--- src/rtl/cpx_src_arb_if.sv ---
// CPX return-path bundle between the requesters and the source arbiter.
// The master side is the requester/core environment; the slave side is the arbiter.
interface cpx_src_arb_if #(
    parameter int NSRC = 4,
    parameter int DW   = 145
);
    logic [NSRC-1:0]    src_req;
    logic [NSRC-1:0]    src_atom;
    logic [NSRC*DW-1:0] src_data;
    logic               cpx_stall;
    logic [NSRC-1:0]    src_grant;
    logic [DW-1:0]      cpx_spc_data_cx2;
    logic               cpx_spc_data_rdy_cx2;
    logic               arb_proto_err;

    modport master (
        output src_req, src_atom, src_data, cpx_stall,
        input  src_grant, cpx_spc_data_cx2, cpx_spc_data_rdy_cx2, arb_proto_err
    );

    modport slave (
        input  src_req, src_atom, src_data, cpx_stall,
        output src_grant, cpx_spc_data_cx2, cpx_spc_data_rdy_cx2, arb_proto_err
    );
endinterface

--- src/rtl/cpx_src_arb.sv ---
// Round-robin CPX source arbiter: one registered packet per cycle into the core,
// atomic pairs kept back-to-back, stall blocks only new arbitration.
module cpx_src_arb #(
    parameter int NSRC = 4,
    parameter int DW   = 145
) (
    input  logic          rclk,
    input  logic          arst_l,
    cpx_src_arb_if.slave  bus
);
    localparam int             PW   = (NSRC > 1) ? $clog2(NSRC) : 1;
    localparam logic [PW-1:0]  LAST = PW'(NSRC - 1);
    localparam logic [PW:0]    NS   = (PW + 1)'(NSRC);

    logic [PW-1:0]   r_ptr;
    logic            r_lock;
    logic [PW-1:0]   r_lock_id;
    logic [DW-1:0]   r_data;
    logic            r_rdy;
    logic            r_err;

    logic [NSRC-1:0] w_grant;
    logic [PW-1:0]   w_gid;
    logic            w_hit;
    logic            w_err;
    logic [PW:0]     w_sum;
    logic [PW-1:0]   w_idx;

    // Scan from the farthest candidate down to ptr so the nearest requester
    // overwrites the others and wins; grant is forced off while in reset.
    always_comb begin
        w_grant = '0;
        w_gid   = '0;
        w_hit   = 1'b0;
        w_err   = 1'b0;
        w_sum   = '0;
        w_idx   = '0;
        if (arst_l) begin
            if (r_lock) begin
                if (bus.src_req[r_lock_id]) begin
                    w_hit = 1'b1;
                    w_gid = r_lock_id;
                end else begin
                    w_err = 1'b1;
                end
            end else if (!bus.cpx_stall) begin
                for (int k = NSRC - 1; k >= 0; k--) begin
                    w_sum = {1'b0, r_ptr} + (PW + 1)'(k);
                    if (w_sum >= NS) w_sum = w_sum - NS;
                    w_idx = w_sum[PW-1:0];
                    if (bus.src_req[w_idx]) begin
                        w_hit = 1'b1;
                        w_gid = w_idx;
                    end
                end
            end
            if (w_hit) w_grant[w_gid] = 1'b1;
        end
    end

    always_ff @(posedge rclk or negedge arst_l) begin
        if (!arst_l) begin
            r_ptr     <= '0;
            r_lock    <= 1'b0;
            r_lock_id <= '0;
            r_data    <= '0;
            r_rdy     <= 1'b0;
            r_err     <= 1'b0;
        end else begin
            r_rdy <= w_hit;
            r_err <= w_err;
            if (w_hit) r_data <= bus.src_data[int'(w_gid)*DW +: DW];
            // The second beat of a pair always releases the lock and never re-arms it.
            if (r_lock) begin
                r_lock <= 1'b0;
            end else if (w_hit) begin
                r_ptr <= (w_gid == LAST) ? '0 : w_gid + 1'b1;
                if (bus.src_atom[w_gid]) begin
                    r_lock    <= 1'b1;
                    r_lock_id <= w_gid;
                end
            end
        end
    end

    assign bus.src_grant            = w_grant;
    assign bus.cpx_spc_data_cx2     = r_data;
    assign bus.cpx_spc_data_rdy_cx2 = r_rdy;
    assign bus.arb_proto_err        = r_err;
endmodule

--- src/flat_wrapper.sv ---
// flat-port wrapper written by rule: the top's interface ports become plain ports
module cpx_src_arb_flat 
#(
    parameter int NSRC = 4,
    parameter int DW   = 145
)
  (rclk, arst_l, bus_src_req, bus_src_atom, bus_src_data, bus_cpx_stall, bus_src_grant, bus_cpx_spc_data_cx2, bus_cpx_spc_data_rdy_cx2, bus_arb_proto_err);
  cpx_src_arb_if #(.NSRC(NSRC), .DW(DW)) bus_i ();
  input  logic rclk;
  input  logic arst_l;
  input wire logic [$bits(bus_i.src_req)-1:0] bus_src_req;
  input wire logic [$bits(bus_i.src_atom)-1:0] bus_src_atom;
  input wire logic [$bits(bus_i.src_data)-1:0] bus_src_data;
  input wire logic [$bits(bus_i.cpx_stall)-1:0] bus_cpx_stall;
  output wire logic [$bits(bus_i.src_grant)-1:0] bus_src_grant;
  output wire logic [$bits(bus_i.cpx_spc_data_cx2)-1:0] bus_cpx_spc_data_cx2;
  output wire logic [$bits(bus_i.cpx_spc_data_rdy_cx2)-1:0] bus_cpx_spc_data_rdy_cx2;
  output wire logic [$bits(bus_i.arb_proto_err)-1:0] bus_arb_proto_err;
  assign bus_i.src_req = bus_src_req;
  assign bus_i.src_atom = bus_src_atom;
  assign bus_i.src_data = bus_src_data;
  assign bus_i.cpx_stall = bus_cpx_stall;
  assign bus_src_grant = bus_i.src_grant;
  assign bus_cpx_spc_data_cx2 = bus_i.cpx_spc_data_cx2;
  assign bus_cpx_spc_data_rdy_cx2 = bus_i.cpx_spc_data_rdy_cx2;
  assign bus_arb_proto_err = bus_i.arb_proto_err;
  cpx_src_arb #(.NSRC(NSRC), .DW(DW)) u_core (.rclk(rclk), .arst_l(arst_l), .bus(bus_i));
endmodule
--- config.mk ---
export PLATFORM = sky130hd
export DESIGN_NAME = cpx_src_arb_flat
export DESIGN_NICKNAME = d
export VERILOG_FILES = /design/src/rtl/cpx_src_arb_if.sv /design/src/rtl/cpx_src_arb.sv /design/src/flat_wrapper.sv
export SDC_FILE = /design/constraint.sdc
export NUM_CORES = 1
export LEC_CHECK = 0
export ABC_AREA = 0
export ABC_CLOCK_PERIOD_IN_PS = 2850
export CAP_MARGIN = 20
export CORE_AREA = 2 2 292 294
export CTS_CLUSTER_SIZE = 14
export DETAILED_ROUTE_END_ITERATION = 7
export DIE_AREA = 0 0 294 296
export PLACE_DENSITY = 0.34
export SLEW_MARGIN = 30
export SYNTH_ARGS = -nofsm -noshare
export SYNTH_HDL_FRONTEND = slang
export SYNTH_SLANG_ARGS = --single-unit
--- constraint.sdc ---
create_clock -name rclk -period 2.85 [get_ports rclk]
set_input_delay 0.285 -clock rclk [delete_from_list [all_inputs] [get_ports rclk]]
set_output_delay 0.285 -clock rclk [all_outputs]
set_load 0.01 [all_outputs]
==> key figures, run 1 <==
Worst setup path
  • Crit Path Max Fanout: 4
  • Startpoint Class: flop
  • Critical path data required time: ~2.6 ns
  • Top cell family by delay on the critical path: simple AND/OR/NAND/NOR gates
  • Slowest-stage cell, CP: dfrtp_1
  • Crit end category: output pin
  • CP Cell Sequence: or2_4, or3b_1, a21oi_2, nor2_2, buf_4, nor2_2, dlygate4sd2_1
  • Arrival time worst endpoint: ~2.5 ns
  • Crit path largest cell delay: 0.42 ns
  • CP Buf/Inv Count: 2
  • Critical path class: reg -> out
  • Most used cell, CP: nor2_2

Pwr
  • Clock network power share: 0.254
  • Switching pwr: 3.92 mW
  • Peak supply drop: between 400 and 500 uV
  • Leakage power: about 7.4 nW
  • PD cells: 567 nW/um2
  • Pint: about 7.4 mW
  • Final Power: approximately 11 mW
  • Flop pwr share: 0.287
  • Comb power frac: 0.460
  • Switching share of power: 0.347

GRT
  • GRT Total Usage: 0.155
  • Initial antenna violation count: 6
  • Met2 Usage GRT: 0.276
  • Remaining Overflow, GRT: 0
  • Vias in the first global route: about 14,000
  • GR Layer Usage met1: 0.178
  • Largest net degree at the start of global routing: 89
  • M3 GR Usage: 0.0535
  • Gr busiest metal: met2
  • First-pass GRT wire length: around 99,000 um

Synthesis
  • Synth unique cells: 37
  • Sequential share of the synthesized area: 0.379
  • #FFs+latches synth: 152
  • FFs w/ async S/R, synth: 1.00
  • Top-area cell type share of the netlist area: 0.379
  • Mapped Area: between 10,000 and 15,000 um2
  • Main flop type after synthesis: dfrtp_1
  • Post-Synthesis Cells: around 1,400
  • Yosys top cell by area: dfrtp_1
  • Syn nets: slightly below 2,000
  • Synth top area cells: dfrtp_1, nand2_1, or3_1, a31oi_1, o21ai_0
  • Avg Cell Area, Syn: 7.38 um2
  • EDFF count, synth: 0
  • Yosys warns: 0

Cells and area
  • Final Cell Area: 19,900 um2
  • Most common cell after layout, fill and taps aside: clkdlybuf4s50_1
  • # fillers: around 9,000
  • Share of cells above drive strength 1: 0.0607
  • P&R area growth vs syn: 98.6%
  • Most frequent cells in the layout: clkdlybuf4s50_1, nand2_1, dfrtp_1
  • Final net count: approximately 2,700

Drt
  • DRT Pass-1 Iters: 5
  • Drt drc: 0
  • Vias per cell: about 4.1
  • DRT iter0 DRCs: 467
  • WL per Instance: 22.0 um
  • Total vias in the final route: 13,000
  • ANT nets after route: 0
  • Wirelength, routed: approximately 70,000 um

Floorplan
  • Core ar.: 84,200 um2
  • Die width: 294 um
  • Row count: roughly 110
  • I/O pin cnt: ~740
  • Die area: ~87,000 um2
  • Initial core utilization: 0.119
  • Die Y: between 200 and 300 um

Placement
  • Dpl cell area: slightly below 20,000 um2
  • Post-DP HPWL: 53,000 um
  • Routability cong.: roughly 0.8
  • Count of buffers from port buffering: 741
  • Place WS: -0.594 ns

Clock network
  • CTS root buf: clkbuf_16
  • Max Root-Sink Buffers: 2
  • Htree depth: 4
  • Worst-skew pair later-pin latency: 0.48 ns
  • CTS buffer count: 17
  • CTS Sinks: ~150
  • CTS tree: yes
  • Reg clk slew, reported paths: about 0.070 ns

Timing
  • Tcrit/Tclk final: 0.961
  • Max Slew Vio Count: 0
  • Actual slew at the worst max-slew pin: about 0.89 ns
  • Worst Hold Slack: ~0.24 ns
  • RSZ-0062 raised after global routing: false
  • Fmax: ~370 MHz
  • Final Hold Fails: 0
  • Final setup viols: 0
  • Final worst setup slack: between 0.1 and 0.15 ns
  • Clock Skew: around 0.017 ns
  • Minimum clock period: 2.74 ns
  • Total negative slack: 0 ns
  • Slew HR: 0.409

Outcome
  • Status: completed

Flow run
  • Maxcap violations: 0

Hold path
  • Worst min-delay path class: in -> async
layer usage:
layer | routed length [um] | share of wire | up-vias
met5 | 41 | 0.00059 | -
met1 | 28000 | 0.40 | 6250
li1 | - | - | 6187
met3 | 5780 | 0.083 | 46
met2 | 35000 | 0.50 | 540
met4 | 887 | 0.013 | 6
state kept, by name, summed over array words and instances, names as in the netlist:
name,count
u_core.bus.arb_proto_err,1
u_core.r_lock,1
u_core.r_lock_id,2
u_core.bus.cpx_spc_data_cx2,145
u_core.bus.cpx_spc_data_rdy_cx2,1
u_core.r_ptr,2
final timing paths:
kind / startpoint / end / slack (ns) / cells past startpoint
min reg2reg: u_core.bus.cpx_spc_data_cx2[72] / u_core.bus.cpx_spc_data_cx2[72] / 0.57 / 2
max: u_core.r_lock / bus_src_grant[3] / 0.11 / 7
min: arst_l / u_core.r_ptr[0] / 0.24 / 2
min in group rclk: bus_src_data[217] / u_core.bus.cpx_spc_data_cx2[72] / 0.39 / 3
max reg2reg: u_core.r_lock / u_core.bus.cpx_spc_data_cx2[8] / 0.15 / 9
max in group asynchronous: arst_l / u_core.bus.cpx_spc_data_cx2[137] / 1.49 / 3
power by group through the flow:
stage          Combinational [mW]  Sequential, mW  Clock [mW]
6_report                     5.19            3.24        2.87
4_1_cts                      5.33            3.25        3.00
5_1_grt                      5.65            3.33        3.07
3_3_place_gp                 5.29            3.26           0
2_1_floorplan                1.67            3.49           0
3_5_place_dp                 5.30            3.27           0
cell type report:
type                       count  area [um2]  share of cell area
timing repair buffer         817        8310               0.417
sequential                   152        3800               0.191
antenna                        3        7.51            0.000377
inverter                       2        10.0            0.000502
clock inverter                12         250              0.0126
clock buffer                  18         429              0.0215
multi-input combinational   1076        5750               0.289
tap                         1090        1360              0.0684
synth_stat cells, types with 2 or more instances:
library cell    n
nand2_1       301
a311oi_1        2
mux2i_1         5
nor3_1          4
nor2_1        151
dfrtp_1       152
a21boi_2        5
inv_1           2
clkbuf_1      108
a21oi_1         3
a21boi_0       95
nand2b_1        2
buf_2          15
and3_1          2
buf_6           7
a21boi_1       45
a31oi_1       144
o21a_1          4
or3_1         145
o21ai_0       149
nor3b_1         2
a211oi_1        2
metrics by stage:
stage | std cells | util
floorplan | 1360 | -
detailed placement | 3136 | 0.228
CTS | 3167 | 0.237
finish | 3170 | 0.237
global route | 3167 | 0.237
global placement | 3136 | 0.228
logic make-up after synthesis:
family	Yosys count	synth area share
compound gates	457	0.289
simple gates	613	0.270
xor+xnor	1	0.000873
flops	152	0.379
buf+inv	132	0.0565
mux	5	0.00499
timing repair:
item | in CTS | in global routing
setup endpoints to repair | 7 | 0
hold buffers | 1 | 0
gates resized for setup | 11 | 0
hold endpoints to repair | 8 | 0
buffers inserted | 0 | 0
(Power assumes the default switching activity.)
==> run 2, diff against run 1 <==
--- a/config.mk
+++ b/config.mk
@@ -9,6 +9,7 @@
 export ABC_CLOCK_PERIOD_IN_PS = 2850
 export CAP_MARGIN = 20
 export CORE_AREA = 2 2 292 294
+export CTS_CLUSTER_DIAMETER = 40
 export CTS_CLUSTER_SIZE = 14
 export DETAILED_ROUTE_END_ITERATION = 7
 export DIE_AREA = 0 0 294 296
==> results of run 2 <==
Same layout as run 1: the final DEF is identical, and so are final timing and power.
